$ cat src/rtl/serial_add_arbiter.sv
// Two-requester round-robin front end for a single bit-serial adder.
// The winner's operands are captured and added LSB-first over WIDTH cycles.

module fulladder (
  input  logic a_i,
  input  logic b_i,
  input  logic ci_i,
  output logic s_o,
  output logic co_o
);
  assign s_o  = a_i ^ b_i ^ ci_i;
  assign co_o = (a_i & b_i) | (ci_i & (a_i ^ b_i));
endmodule

module serial_add_arbiter #(
  parameter int WIDTH = 16
) (
  input  logic             clk,
  input  logic             rst_n,
  input  logic             req0,
  input  logic [WIDTH-1:0] a0,
  input  logic [WIDTH-1:0] b0,
  input  logic             cin0,
  input  logic             req1,
  input  logic [WIDTH-1:0] a1,
  input  logic [WIDTH-1:0] b1,
  input  logic             cin1,
  output logic             gnt0,
  output logic             gnt1,
  output logic             busy,
  output logic             done,
  output logic             owner,
  output logic [WIDTH-1:0] sum,
  output logic             cout
);
  localparam int CW = $clog2(WIDTH);

  typedef enum logic [1:0] {S_IDLE, S_RUN, S_DONE} state_e;

  state_e           state_q, state_d;
  logic [WIDTH-1:0] a_sh_q, a_sh_d, b_sh_q, b_sh_d, s_sh_q, s_sh_d;
  logic [CW-1:0]    cnt_q, cnt_d;
  logic             carry_q, carry_d;
  logic             last_q, last_d;
  logic             winner_q, winner_d;
  logic             gnt0_q, gnt0_d, gnt1_q, gnt1_d, done_q, done_d;
  logic             owner_q, owner_d, cout_q, cout_d;
  logic [WIDTH-1:0] sum_q, sum_d;
  logic             fa_s, fa_co;
  logic             pick1;

  fulladder u_fa (
    .a_i  (a_sh_q[0]),
    .b_i  (b_sh_q[0]),
    .ci_i (carry_q),
    .s_o  (fa_s),
    .co_o (fa_co)
  );

  // With both requesting, the one that was not served last wins.
  assign pick1 = req1 & (~req0 | ~last_q);

  always_comb begin
    // NOTE: every next-state signal gets a default first, so no path leaves one unassigned and no latch is inferred.
    state_d  = state_q;
    a_sh_d   = a_sh_q;
    b_sh_d   = b_sh_q;
    s_sh_d   = s_sh_q;
    cnt_d    = cnt_q;
    carry_d  = carry_q;
    last_d   = last_q;
    winner_d = winner_q;
    owner_d  = owner_q;
    sum_d    = sum_q;
    cout_d   = cout_q;
    gnt0_d   = 1'b0;
    gnt1_d   = 1'b0;
    done_d   = 1'b0;
    unique case (state_q)
      S_IDLE: begin
        if (req0 | req1) begin
          winner_d = pick1;
          last_d   = pick1;
          a_sh_d   = pick1 ? a1 : a0;
          b_sh_d   = pick1 ? b1 : b0;
          carry_d  = pick1 ? cin1 : cin0;
          cnt_d    = '0;
          gnt0_d   = ~pick1;
          gnt1_d   = pick1;
          state_d  = S_RUN;
        end
      end
      S_RUN: begin
        a_sh_d  = a_sh_q >> 1;
        b_sh_d  = b_sh_q >> 1;
        s_sh_d  = {fa_s, s_sh_q[WIDTH-1:1]};
        carry_d = fa_co;
        cnt_d   = cnt_q + 1'b1;
        if (cnt_q == CW'(WIDTH - 1)) begin
          // The last sum bit is folded in here so sum is complete on DONE entry.
          sum_d   = {fa_s, s_sh_q[WIDTH-1:1]};
          cout_d  = fa_co;
          owner_d = winner_q;
          done_d  = 1'b1;
          state_d = S_DONE;
        end
      end
      S_DONE:  state_d = S_IDLE;
      default: state_d = S_IDLE;
    endcase
  end

  // NOTE: state registers use non-blocking assignments so every flop samples pre-edge values.
  always_ff @(posedge clk or negedge rst_n) begin
    if (!rst_n) begin
      state_q  <= S_IDLE;
      a_sh_q   <= '0;
      b_sh_q   <= '0;
      s_sh_q   <= '0;
      cnt_q    <= '0;
      carry_q  <= 1'b0;
      last_q   <= 1'b1;
      winner_q <= 1'b0;
      gnt0_q   <= 1'b0;
      gnt1_q   <= 1'b0;
      done_q   <= 1'b0;
      owner_q  <= 1'b0;
      sum_q    <= '0;
      cout_q   <= 1'b0;
    end else begin
      state_q  <= state_d;
      a_sh_q   <= a_sh_d;
      b_sh_q   <= b_sh_d;
      s_sh_q   <= s_sh_d;
      cnt_q    <= cnt_d;
      carry_q  <= carry_d;
      last_q   <= last_d;
      winner_q <= winner_d;
      gnt0_q   <= gnt0_d;
      gnt1_q   <= gnt1_d;
      done_q   <= done_d;
      owner_q  <= owner_d;
      sum_q    <= sum_d;
      cout_q   <= cout_d;
    end
  end

  assign gnt0  = gnt0_q;
  assign gnt1  = gnt1_q;
  assign busy  = (state_q != S_IDLE);
  assign done  = done_q;
  assign owner = owner_q;
  assign sum   = sum_q;
  assign cout  = cout_q;

endmodule

$ cat config.mk
export PLATFORM = sky130hd
export DESIGN_NAME = serial_add_arbiter
export DESIGN_NICKNAME = d
export VERILOG_FILES = /design/src/rtl/serial_add_arbiter.sv
export SDC_FILE = /design/constraint.sdc
export NUM_CORES = 1
export LEC_CHECK = 0
export CORE_UTILIZATION = 49
export CTS_BUF_LIST = sky130_fd_sc_hd__clkbuf_8
export CTS_CLUSTER_SIZE = 10
export DETAILED_ROUTE_END_ITERATION = 6
export HOLD_SLACK_MARGIN = 0.02
export PLACE_DENSITY = 0.85
export SLEW_MARGIN = 20
export SYNTH_ARGS = -nofsm -noshare
export SYNTH_HDL_FRONTEND = slang
export SYNTH_SLANG_ARGS = --single-unit
$ cat constraint.sdc
create_clock -name clk -period 2.2 [get_ports clk]
set_input_delay 0.55 -clock clk [delete_from_list [all_inputs] [get_ports clk]]
set_output_delay 0.55 -clock clk [all_outputs]
set_load 0.005 [all_outputs]
==> impl_metrics.csv, run 1 <==
group,metric,value,unit
detailed_routing,detailedRoute.firstPassIterationCount,4,
setup_path,worstPathMaxFanout,3,
synthesis,syn_area_per_cell,11.65,um^2
global_routing,grt_start_max_net_pins,38,
floorplan,effective_utilization_at_floorplan,51.88,%
sta,fin_setup_tns,0,ns
power,vdd.ir_drop.worst,0.0004378,V
setup_path,longest_individual_stage_delay_on_the_worst_path,0.44,ns
finish,final_cell_count_no_fill,520,
clock_network,cts.hold.buffers_added,0,
detailed_routing,detail_route.iter0.violations,138,
detailed_routing,routed_wire_length_per_instance,16.22,um
sta,timing.final.setup_violations,0,
floorplan,fp-row-count,31,
floorplan,die_y,90.57,um
clock_network,worst_skew_pair.late_latency,0.34,ns
sta,clock_skew,0.004660,ns
power,pwr_density_cell,1223,nW/um^2
floorplan,top_level_ports,92,
detailed_routing,route.vias.total,2947,
setup_path,cp_data_arrival_time,1.49,ns
synthesis,number_of_register_bits_inferred_by_synthesis,77,
setup_path,crit_chain,"nor2_1 > inv_1 > clkdlybuf4s50_1",
clock_network,clk_path_buf_depth,2,
sta,pins_over_their_slew_limit,0,
sta,final-hold-violation-count,0,
finish,antenna-diode-count,0,
synthesis,synth_cells,330,
floorplan,die-width,90.57,um
placed_design,dpl.hpwl,6073,um
finish,nets,488,
floorplan,dieArea,8202,um^2
sta,max_clock_freq,0.4891,GHz
finish,post-route-util,67.76,%
global_routing,grt_usage,21.67,%
setup_path,crit_path_top_delay_cell,"sky130_fd_sc_hd__clkdlybuf4s50_1",
sta,timing.final.crit_period,2.045,ns
clock_network,sink_count,77,
synthesis,synth.lib_cells_used.distinct,37,
clock_network,cts.root.buffer_cell,"sky130_fd_sc_hd__clkbuf_8",
detailed_routing,drt.antenna.violating_nets,0,
synthesis,synth_edf_count,0,
synthesis,post_synth_instance_area,3844,um^2
min_path,holdCritPathClass,"primary input to async pin",
sta,worst_slew_margin_rel,66.94,%
synthesis,seq_area_frac_synth,50.16,%
clock_network,cts.htree.levels,3,
synthesis,post-synth-top-count-cell,"sky130_fd_sc_hd__dfrtp_1",
detailed_routing,routed_via_density,5.667,
setup_path,critPathCaptureType,"output port",
placed_design,routabilityCongestion,0.7953,
sta,tightest_slew,0.4959,ns
run_status,outcome,"finished, final reports clean",
flow_run,max_cap_check_violation_count,0,
synthesis,netlist.top_cell.by_area,"sky130_fd_sc_hd__dfrtp_1",
global_routing,grt.overflow.total,0,
clock_network,post_cts_resize_count,0,
global_routing,grt_antenna_before_repair,0,
setup_path,required_time_of_the_worst_setup_path,1.65,ns
sta,finalHoldWorstSlack,0.1720,ns
synthesis,commonest_register_cell_after_synthesis,"sky130_fd_sc_hd__dfrtp_1",
sta,setup_repair_after_global_routing_missed_its_margin,"no",
floorplan,core_area,7408,um^2
detailed_routing,route.final.wire_length,8433,um
finish,syn_to_final_growth,30.60,%
finish,post_route_cells_drive_above_1_share,17.10,%
synthesis,yosys_warnings,0,
finish,filler_cell_count,549,
synthesis,synthTopCellsByCount,"sky130_fd_sc_hd__dfrtp_1 (76), sky130_fd_sc_hd__and2_1 (32), sky130_fd_sc_hd__nor2b_1 (32)",
synthesis,ys_top_cells_by_area,"sky130_fd_sc_hd__dfrtp_1 (49%), sky130_fd_sc_hd__mux2_2 (7.6%), sky130_fd_sc_hd__a221oi_1 (7.1%), sky130_fd_sc_hd__o31ai_1 (6.1%), sky130_fd_sc_hd__and2_1 (5.2%)",
sta,finalCritPeriodShare,92.93,%
clock_network,cts_buffers,9,
clock_network,clock_tree_from_tritoncts,"yes",
global_routing,grt_first_pass_wirelength,14120,um
clock_network,cts.repair_timing.setup_buffer_count,0,
synthesis,postSynthNetCount,402,
clock_network,clock_transition_at_the_registers_of_the_reported_paths,0.08,ns
setup_path,timing.critical_path.from_type,"register",
global_routing,vias_in_the_first_global_route,2897,
placed_design,portBuffers,91,
synthesis,synth_top_area_share,49.48,%
synthesis,postSynth.asyncResetShare,100.0,%
power,total_leakage_power,2.056,nW
setup_path,worstSetupPathType,"register to output port",
placed_design,placedCellCount,504,
detailed_routing,drt_drc_violations_left,0,
## placed cells by master, fill, tap and decap left out, types with 2 or more instances in the layout
cell	n
sky130_fd_sc_hd__and2_1	32
sky130_fd_sc_hd__a21oi_1	2
sky130_fd_sc_hd__mux2_4	9
sky130_fd_sc_hd__a221o_1	2
sky130_fd_sc_hd__nor2b_1	31
sky130_fd_sc_hd__mux2_2	26
sky130_fd_sc_hd__o21ai_0	31
sky130_fd_sc_hd__nor2_1	2
sky130_fd_sc_hd__inv_1	2
sky130_fd_sc_hd__dfrtp_1	76
sky130_fd_sc_hd__a22o_1	3
sky130_fd_sc_hd__clkdlybuf4s50_1	90
sky130_fd_sc_hd__o31ai_1	31
sky130_fd_sc_hd__clkinvlp_4	2
sky130_fd_sc_hd__clkbuf_8	9
sky130_fd_sc_hd__clkinv_2	2
sky130_fd_sc_hd__buf_4	15
sky130_fd_sc_hd__buf_12	2
sky130_fd_sc_hd__and3_1	3
sky130_fd_sc_hd__a221oi_1	31
## path summary, 6_finish.rpt
check	startpoint	to	slack, ns	cells past startpoint
worst min-delay path	rst_n	b_sh_q[3]	0.17	1
min in group clk	winner_q	winner_q	0.51	1
max in group asynchronous	rst_n	a_sh_q[2]	1.45	2
worst min register to register	winner_q	winner_q	0.51	1
worst max register to register	state_q[0]	sum[3]	0.37	4
worst max-delay path	state_q[0]	busy	0.16	3
## where the power goes
group          internal (mW)  switching [mW]
logic                   1.51            1.12
clock network          0.517           0.503
registers               2.09           0.398
total                   4.12            2.02
## worst max-delay path: cells and delay by family, from the launching register on
family                 cells  cell delay, ns
buffers and inverters      2            0.51
DFF                        1            0.38
and+or+nand+nor            1            0.26
## cell type report
class	instances	area (um^2)	area share [%]
multi-input cells	220	1719	34.25
clock buffers	9	123.9	2.468
inverters	1	3.754	0.07478
flip-flops and latches	77	1928	38.41
well taps	99	123.9	2.468
repair buffers	107	1054	20.99
clock inverters	7	67.56	1.346
## registers in the layout, summed over array words and instances (netlist names)
register and count:
winner_q 1, s_sh_q 15, a_sh_q 16, done 1, state_q 2, sum 16
cout 1, owner 1, cnt_q 4, last_q 1, gnt0 1, b_sh_q 16
carry_q 1, gnt1 1
## stage by stage
stage	power (mW)	setup WS [ns]	cell area (um^2)
global placement	5.012	0.06437	4828
finish	6.140	0.1555	5020
CTS	6.195	0.1272	5020
global route	6.548	0.05133	5020
floorplan	4.227	0.7107	3844
detailed placement	5.160	0.04135	4828
## metal layers
metal	global-route usage, %	vias up	wire length (um)
met5	0	-	0
met4	9.677	0	177
met3	3.704	16	439
met2	35.86	109	4313
met1	27.85	1433	3503
li1	-	1389	-
## kinds of logic after synthesis
group,synth area share [%]
AOI/OAI and AO/OA,19.30
buffers and inverters,5.306
adders and majority gates,0.8463
DFF,50.16
muxes,11.39
and+or+nand+nor,12.99
(Power assumes the default switching activity.)
==> run 2, diff against run 1 <==
REMOVE_ABC_BUFFERS = 1   (was default)
==> impl_metrics.csv, run 2 (synthesis gave the netlist of run 1 again) <==
group,metric,value,unit
setup_path,worstSetupPathType,"register to output port",
global_routing,vias_in_the_first_global_route,3034,
global_routing,grt_start_max_net_pins,51,
finish,layout.cells.most_common_list,"sky130_fd_sc_hd__clkdlybuf4s50_1 (90), sky130_fd_sc_hd__dfrtp_1 (76), sky130_fd_sc_hd__and2_1 (32)",
run_status,outcome,"finished, final reports clean",
clock_network,cts_buffers,9,
detailed_routing,drt_drc_violations_left,0,
floorplan,effective_utilization_at_floorplan,51.88,%
finish,final_design_area_no_fill,5070,um^2
sta,finalCritPeriodShare,95.40,%
sta,max_clock_freq,0.4764,GHz
setup_path,worstPathMaxFanout,5,
global_routing,grt.overflow.total,0,
clock_network,cts.hold.buffers_added,0,
clock_network,cts.root.buffer_cell,"sky130_fd_sc_hd__clkbuf_8",
finish,syn_to_final_growth,31.90,%
min_path,holdCritPathClass,"primary input to async pin",
sta,timing.final.crit_period,2.099,ns
clock_network,cts.htree.levels,3,
sta,final-hold-violation-count,0,
finish,antenna-diode-count,0,
sta,tightest_slew,0.5454,ns
detailed_routing,route.vias.total,2932,
placed_design,placed_area,4838,um^2
finish,filler_cell_count,559,
global_routing,grt_antenna_before_repair,0,
finish,final_common_cell,"sky130_fd_sc_hd__clkdlybuf4s50_1",
clock_network,post_cts_resize_count,0,
global_routing,grt_first_pass_wirelength,14630,um
floorplan,die_y,90.57,um
detailed_routing,detail_route.iter0.violations,173,
placed_design,routabilityCongestion,0.7762,
finish,nets,486,
floorplan,die-width,90.57,um
sta,timing.final.setup_violations,0,
power,total_leakage_power,2.076,nW
sta,timing.final.ws_setup,0.1011,ns
clock_network,worst_skew_pair.late_latency,0.35,ns
clock_network,clock_tree_from_tritoncts,"yes",
clock_network,sink_count,77,
setup_path,cp_data_arrival_time,1.55,ns
floorplan,fp-row-count,31,
placed_design,portBuffers,91,
placed_design,preCtsSetupSlack,0.01530,ns
sta,setup_repair_after_global_routing_missed_its_margin,"no",
clock_network,clk_path_buf_depth,2,
setup_path,required_time_of_the_worst_setup_path,1.65,ns
flow_run,max_cap_check_violation_count,0,
setup_path,critPathCaptureType,"output port",
detailed_routing,detailedRoute.firstPassIterationCount,4,
finish,seqCellArea,1928,um^2
sta,finalHoldWorstSlack,0.1775,ns
clock_network,cts.repair_timing.setup_buffer_count,0,
detailed_routing,routed_via_density,5.660,
finish,multi_input_comb_area,1719,um^2
global_routing,grt_usage,22.34,%
setup_path,timing.critical_path.from_type,"register",
placed_design,dpl.hpwl,5711,um
detailed_routing,route.final.wire_length,8328,um
sta,worst_slew_margin_rel,63.64,%
floorplan,top_level_ports,92,
detailed_routing,routed_wire_length_per_instance,16.08,um
sta,clock_skew,0.01600,ns
sta,pins_over_their_slew_limit,0,
finish,post_route_cells_drive_above_1_share,16.95,%
placed_design,placedCellCount,502,
power,pwr_density_cell,1251,nW/um^2
floorplan,dieArea,8202,um^2
clock_network,clock_transition_at_the_registers_of_the_reported_paths,0.09,ns
floorplan,core_area,7408,um^2
power,vdd.ir_drop.worst,0.0007250,V
detailed_routing,drt.antenna.violating_nets,0,
finish,final_cell_count_no_fill,518,
power,totalPowerFinal,6.341,mW
==> run 2: layout make-up <==
class / count / area share [%]
Timing Repair Buffer: 105 / 20.98
Multi-Input combinational cell: 220 / 33.91
Clock buffer: 10 / 2.715
Inverter: 1 / 0.07404
Sequential cell: 77 / 38.03
Tap cell: 99 / 2.443
Clock inverter: 6 / 1.851
==> run 2: path summary, 6_finish.rpt <==
check / startpoint / slack (ns) / depth (start not counted) / to
worst max-delay path: state_q[1] / 0.10 / 3 / busy
worst min-delay path: rst_n / 0.18 / 1 / a_sh_q[7]
worst max register to register: state_q[1] / 0.53 / 4 / a_sh_q[3]
worst min register to register: winner_q / 0.48 / 1 / winner_q
max in group asynchronous: rst_n / 1.43 / 2 / b_sh_q[10]
min in group clk: winner_q / 0.48 / 1 / winner_q
==> run 2: metrics by stage <==
| step | util [%] | TNS [ns] |
|---|---|---|
| 6_report | 68.43 | 0 |
| 5_1_grt | 68.43 | 0 |
| 4_1_cts | 68.43 | 0 |
| 3_5_place_dp | 65.31 | 0 |
| 3_3_place_gp | 65.31 | 0 |
| 2_1_floorplan | - | -74.37 |
==> run 2: where the power goes <==
| group | total (mW) | internal [mW] | switching (mW) |
|---|---|---|---|
| Sequential | 2.48 | 2.09 | 0.387 |
| Combinational | 2.64 | 1.53 | 1.10 |
| Clock | 1.22 | 0.678 | 0.546 |
| Total | 6.34 | 4.30 | 2.04 |
==> run 2: critical path: stages (launching register included) <==
cell and delay (ns):
sky130_fd_sc_hd__dfrtp_1 0.45, sky130_fd_sc_hd__nor2_1 0.24, sky130_fd_sc_hd__inv_1 0.07, sky130_fd_sc_hd__clkdlybuf4s50_1 0.44
==> run 2: layer usage <==
| metal | vias to the layer above | share of wire [%] | track usage (%) | wire, um |
|---|---|---|---|---|
| met5 | - | 0 | 0 | 0 |
| met4 | 0 | 1.8 | 9.409 | 153 |
| li1 | 1394 | - | - | - |
| met2 | 86 | 49 | 36.68 | 4117 |
| met1 | 1440 | 44 | 29.51 | 3673 |
| met3 | 12 | 4.6 | 3.367 | 383 |
==> run 3, diff against run 2 <==
HOLD_SLACK_MARGIN = 0.06   (was 0.02)
==> results of run 3 <==
No change in the layout: final DEF, timing and power equal those of run 2.
==> edit 1: new RTL, settings of run 3 <==
Re-encode `state_e` (3 states) as one-hot, 3 bits wide.
--- a/src/rtl/serial_add_arbiter.sv
+++ b/src/rtl/serial_add_arbiter.sv
@@ -37,3 +37,3 @@
 
-  typedef enum logic [1:0] {S_IDLE, S_RUN, S_DONE} state_e;
+  typedef enum logic [2:0] {S_IDLE = 3'b001, S_RUN = 3'b010, S_DONE = 3'b100} state_e;
 
Function: same outputs for any inputs over 10 cycles, from zero or initial values and one cycle with rst_n low; not proved beyond that.
==> edit 1 against run 3 <==
Synthesized cell count up 7.9%. Final area decreased by 0.30%. Critical path depth is 2 higher. Total power is 16% lower. Clock skew decreased by 7.4 ps. Worst setup slack improved by 48 ps. Core utilization grew 0.52 points. Sequential cell count grew 1. Area after synthesis down 2.5%. Routed wire length increased by 4.4%. Register-to-register slack worse by 380 ps. Critical path type is now register to register. Largest cell class unchanged.
==> edit 1: results (changes against run 3) <==
| Metric | Value |
|---|---|
| CP Class | `register to register (was register to output port)` |
| CP max FO | `13 (was 5)` |
| Clk tree area frac | `0.03762 (was 0.04566)` |
| Multi-input gate area | `1539 um^2 (was 1719 um^2)` |
| Share of the core filled with cells | `0.6895 (was 0.6843)` |
| Clock skew | `8.596 ps (was 16.00 ps)` |
| DRT iter0 DRCs | `236 (was 173)` |
| Fill count | `553 (was 559)` |
| Synth cell types | `35 (was 37)` |
| WL/cell | `15.60 um (was 16.08 um)` |
| Outcome | `finished, final reports clean (unchanged)` |
| Worst-Margin Slew | `799.3 ps (was 545.4 ps)` |
| Fraction of layout cells with a size suffix above 1 | `0.1245 (was 0.1695)` |
| Non-CTS inverters | `35 (was 1)` |
| Fin nets | `525 (was 486)` |
| Top post-synthesis cells by count | `nand2_1 (79), dfrtp_1 (76), inv_1 (32), o221ai_1 (31) (was dfrtp_1 (76), and2_1 (32), nor2b_1 (32))` |
| Gpl congestion | `0.8049 (was 0.7762)` |
| Flop2flop setup slack | `150 ps (was 530 ps)` |
| Count of multi-input gates | `214 (was 220)` |
| FF/Latch Area | `1954 um^2 (was 1928 um^2)` |
| Critical path arrival | `2340 ps (was 1550 ps)` |
| Vias per cell | `5.576 (was 5.660)` |
| Synth top area cells | `dfrtp_1 (51%), nand2_1 (7.9%), o221ai_1 (7.2%) (was dfrtp_1 (49%), mux2_2 (7.6%), a221oi_1 (7.1%))` |
| Syn Area/Cell | `10.53 um^2 (was 11.65 um^2)` |
| Placed insts | `539 (was 502)` |
| Core footprint | `7331 um^2 (was 7408 um^2)` |
| Placed Area | `4847 um^2 (was 4838 um^2)` |
| Leak | `2.327 nW (was 2.076 nW)` |
| Sink Count | `78 (was 77)` |
[edit 1: cell types whose count changed after synthesis, sizes merged, moves of 19 or more]
cell / run 3 / this run
o221ai: 0 / 31
nand2: 1 / 79
nor2b: 32 / 1
o21ai: 31 / 8
o2bb2ai: 0 / 19
inv: 1 / 34
a221oi: 31 / 0
a32o: 0 / 19
o31ai: 31 / 0
and2: 32 / 4
[edit 1: logic make-up (layout without fill, tap and decap cells)]
logic type / count (synthesis) / in the layout / share of synthesized area
multiplexers: 34 / 34 / 0.09683
adder cells (fa/ha/maj): 2 / 2 / 0.008681
AO/OA/AOI/OAI: 86 / 86 / 0.1980
flip-flops: 78 / 78 / 0.5215
AND/OR/NAND/NOR: 92 / 92 / 0.1055
buffers and inverters: 64 / 166 / 0.06945
[edit 1: worst max-delay path, cell delays in order (launching register included)]
cell and delay (ps):
dfrtp_1 440, buf_4 230, nor2b_1 670, buf_4 300
o2bb2ai_1 150, a32o_1 190
[edit 1: what timing repair did]
| action | CTS | global route |
|---|---|---|
| pin swaps | 0 | 0 |
| cloned | 0 | 0 |
| setup buffers | 2 | 0 |
| resized for setup | 0 | 1 |
| endpoints found under the setup margin | 1 | 1 |
[edit 1: routing by layer]
metal | part of all wire | vias up | track usage | wire, um
met5 | 0 | - | 0 | 0
met4 | 0.011 | 0 | 0.07359 | 93
met3 | 0.056 | 9 | 0.06187 | 488
met2 | 0.51 | 118 | 0.4365 | 4439
met1 | 0.42 | 1508 | 0.2927 | 3670
li1 | - | 1471 | - | -
[edit 1: where the power goes]
part	total (W)	switching (W)	internal [W]
Clock	0.00103	0.000515	0.000515
Combinational	0.00213	0.00111	0.00101
Sequential	0.00219	0.000290	0.00190
==> edit 2: new RTL, settings of run 3 <==
Without the edit above. `WIDTH`: 16 -> 32.
--- a/src/rtl/serial_add_arbiter.sv
+++ b/src/rtl/serial_add_arbiter.sv
@@ -15,3 +15,3 @@
 module serial_add_arbiter #(
-  parameter int WIDTH = 16
+  parameter int WIDTH = 32
 ) (
Ports: changed (5 resized); port bits go from 92 to 172. The function was not compared with the original's and may differ.
==> edit 2 against run 3 <==
Sequential cell count rose by 65. Area after synthesis is 81% higher. Total power is 68% higher. Final area is 86% higher. Global-route usage up 2.7 points. Routed wire length up 110%. Clock power rose by 85%. Worst setup slack gained 3.7 ps. Largest power group is now registers.
==> edit 2: results (changes against run 3) <==
| Metric | Value |
|---|---|
| CTS H-Tree Depth | `4 (was 3)` |
| GRT Util Overall | `0.2502 (was 0.2234)` |
| Min Hold Slack | `509.3 ps (was 177.5 ps)` |
| Root buf cell | `clkbuf_8 (unchanged)` |
| Hold depth | `1` |
| Outcome | `finished, final reports clean (unchanged)` |
| Worst-path clk slew | `about 80 ps` |
| Largest net degree at the start of global routing | `56 (was 51)` |
| CP max FO | `4 (was 5)` |
| Top post-synthesis cells by count | `dfrtp_1 (141), mux2_2 (66), nor2b_1 (64), o21ai_0 (64), o31ai_1 (64) (was dfrtp_1 (76), and2_1 (32), nor2b_1 (32))` |
| Fill count | `982 (was 559)` |
| DRT iter0 DRCs | `462 (was 173)` |
| CTS buffer count | `17 (was 9)` |
| Clk buf depth | `2 (unchanged)` |
| Placed Area | `8981 um^2 (was 4838 um^2)` |
| Synth top area cells | `dfrtp_1 (51%), mux2_2 (11%), a221oi_1 (7.9%) (was dfrtp_1 (49%), mux2_2 (7.6%), a221oi_1 (7.1%))` |
| Flop2flop setup slack | `350 ps (was 530 ps)` |
| Hold Path Class | `register to register (was primary input to async pin)` |
| Setup slack at placement | `-13.35 ps (was 15.30 ps)` |
| Rel. slew slack | `0.6650 (was 0.6364)` |
| Setup bufs post-CTS | `0 (unchanged)` |
| Number of global-route vias before repair | `5635 (was 3034)` |
| Vias per cell | `5.828 (was 5.660)` |
| Ys async rst share | `1.000 (unchanged)` |
| Synth warn | `0 (unchanged)` |
| Synth cell types | `34 (was 37)` |
| Reg2reg start | `cnt_q[0] (was state_q[1])` |
| Leak | `3.867 nW (was 2.076 nW)` |
| Clock skew | `9.484 ps (was 16.00 ps)` |
| Ys flop type | `dfrtp_1 (unchanged)` |
| Worst IR drop on VDD | `492.9 uV (was 725.0 uV)` |
| Worst path top cell family by delay | `buffers and inverters (unchanged)` |
| Total wire length | `17.44 mm (was 8.328 mm)` |
| Critical path arrival | `1550 ps (about the same)` |
| Diode count | `0 (unchanged)` |
| Initial antenna violation count | `0 (unchanged)` |
| Syn Area/Cell | `11.21 um^2 (was 11.65 um^2)` |
| Placed insts | `939 (was 502)` |
| Worst R2R End | `sum[25] (was a_sh_q[3])` |
| Gpl congestion | `0.7921 (was 0.7762)` |
| Final HPWL DP | `11.89 mm (was 5.711 mm)` |
| Hold Path Sink | `sum[28]` |
| Worst reg2reg path depth | `6 (was 4)` |
| CP max-delay cell | `clkdlybuf4s50_1 (was dfrtp_1)` |
| Fin nets | `916 (was 486)` |
| Global-route wire length before repair | `28.39 mm (was 14.63 mm)` |
| Buffers on Ports | `171 (was 91)` |
| Fraction of layout cells with a size suffix above 1 | `0.1768 (was 0.1695)` |
| Skew-Pair Late Insertion Delay | `440 ps (was 350 ps)` |
| Sequential area share after synthesis | `0.5116 (was 0.5016)` |
| FF/Latch Area | `3557 um^2 (was 1928 um^2)` |
| Post-Layout Cell Count | `972 (was 518)` |
| First-pass detailed-route iteration total | `5 (was 4)` |
[edit 2: timing repair]
item                                   in CTS  in global routing
gates resized for setup                     1                  1
hold buffers                                1                  0
cloned                                      0                  0
setup endpoints to repair                   1                  1
endpoints found under the hold margin      51                  0
[edit 2: how the worst max path moves through the flow]
stage / from / slack (ps) / to / depth (start not counted)
floorplan: state_q[0] / -4520 / cout / 3
global placement: req0 / 50 / cnt_q[2] / 6
detailed placement: req0 / -10 / b_sh_q[8] / 5
CTS: state_q[0] / 20 / busy / 3
global route: state_q[0] / 10 / busy / 3
finish: state_q[0] / 100 / busy / 3
[edit 2: routing by layer]
metal | vias up | track usage | wire, um
met2 | 234 | 0.4125 | 8745
met3 | 35 | 0.04558 | 931
met5 | - | 0 | 0
met4 | 0 | 0.1134 | 446
li1 | 2624 | - | -
met1 | 2772 | 0.3206 | 7321
[edit 2: power breakdown]
| group | switching [W] | internal (W) | leakage, nW | total, W |
|---|---|---|---|---|
| sequential | 0.000716 | 0.00380 | 1.78 | 0.00452 |
| clock | 0.000998 | 0.00126 | 0.213 | 0.00226 |
| combinational | 0.00165 | 0.00221 | 1.88 | 0.00386 |
| total | 0.00336 | 0.00728 | 3.87 | 0.0106 |
[edit 2: layout make-up]
cell class	instances	share of cell area
Tap cell	180	0.02387
Inverter	3	0.001193
Sequential cell	142	0.3770
Timing Repair Buffer	203	0.2200
Clock buffer	18	0.02625
Clock inverter	14	0.02015
Multi-Input combinational cell	412	0.3316
[edit 2: cells by family after synthesis]
kind of cell    after synthesis  synth area share
compound gates              203            0.2078
flops                       142            0.5116
simple gates                138            0.1230
mux                          68            0.1099
buf+inv                      66           0.04124
fa+ha+maj                     3          0.006483
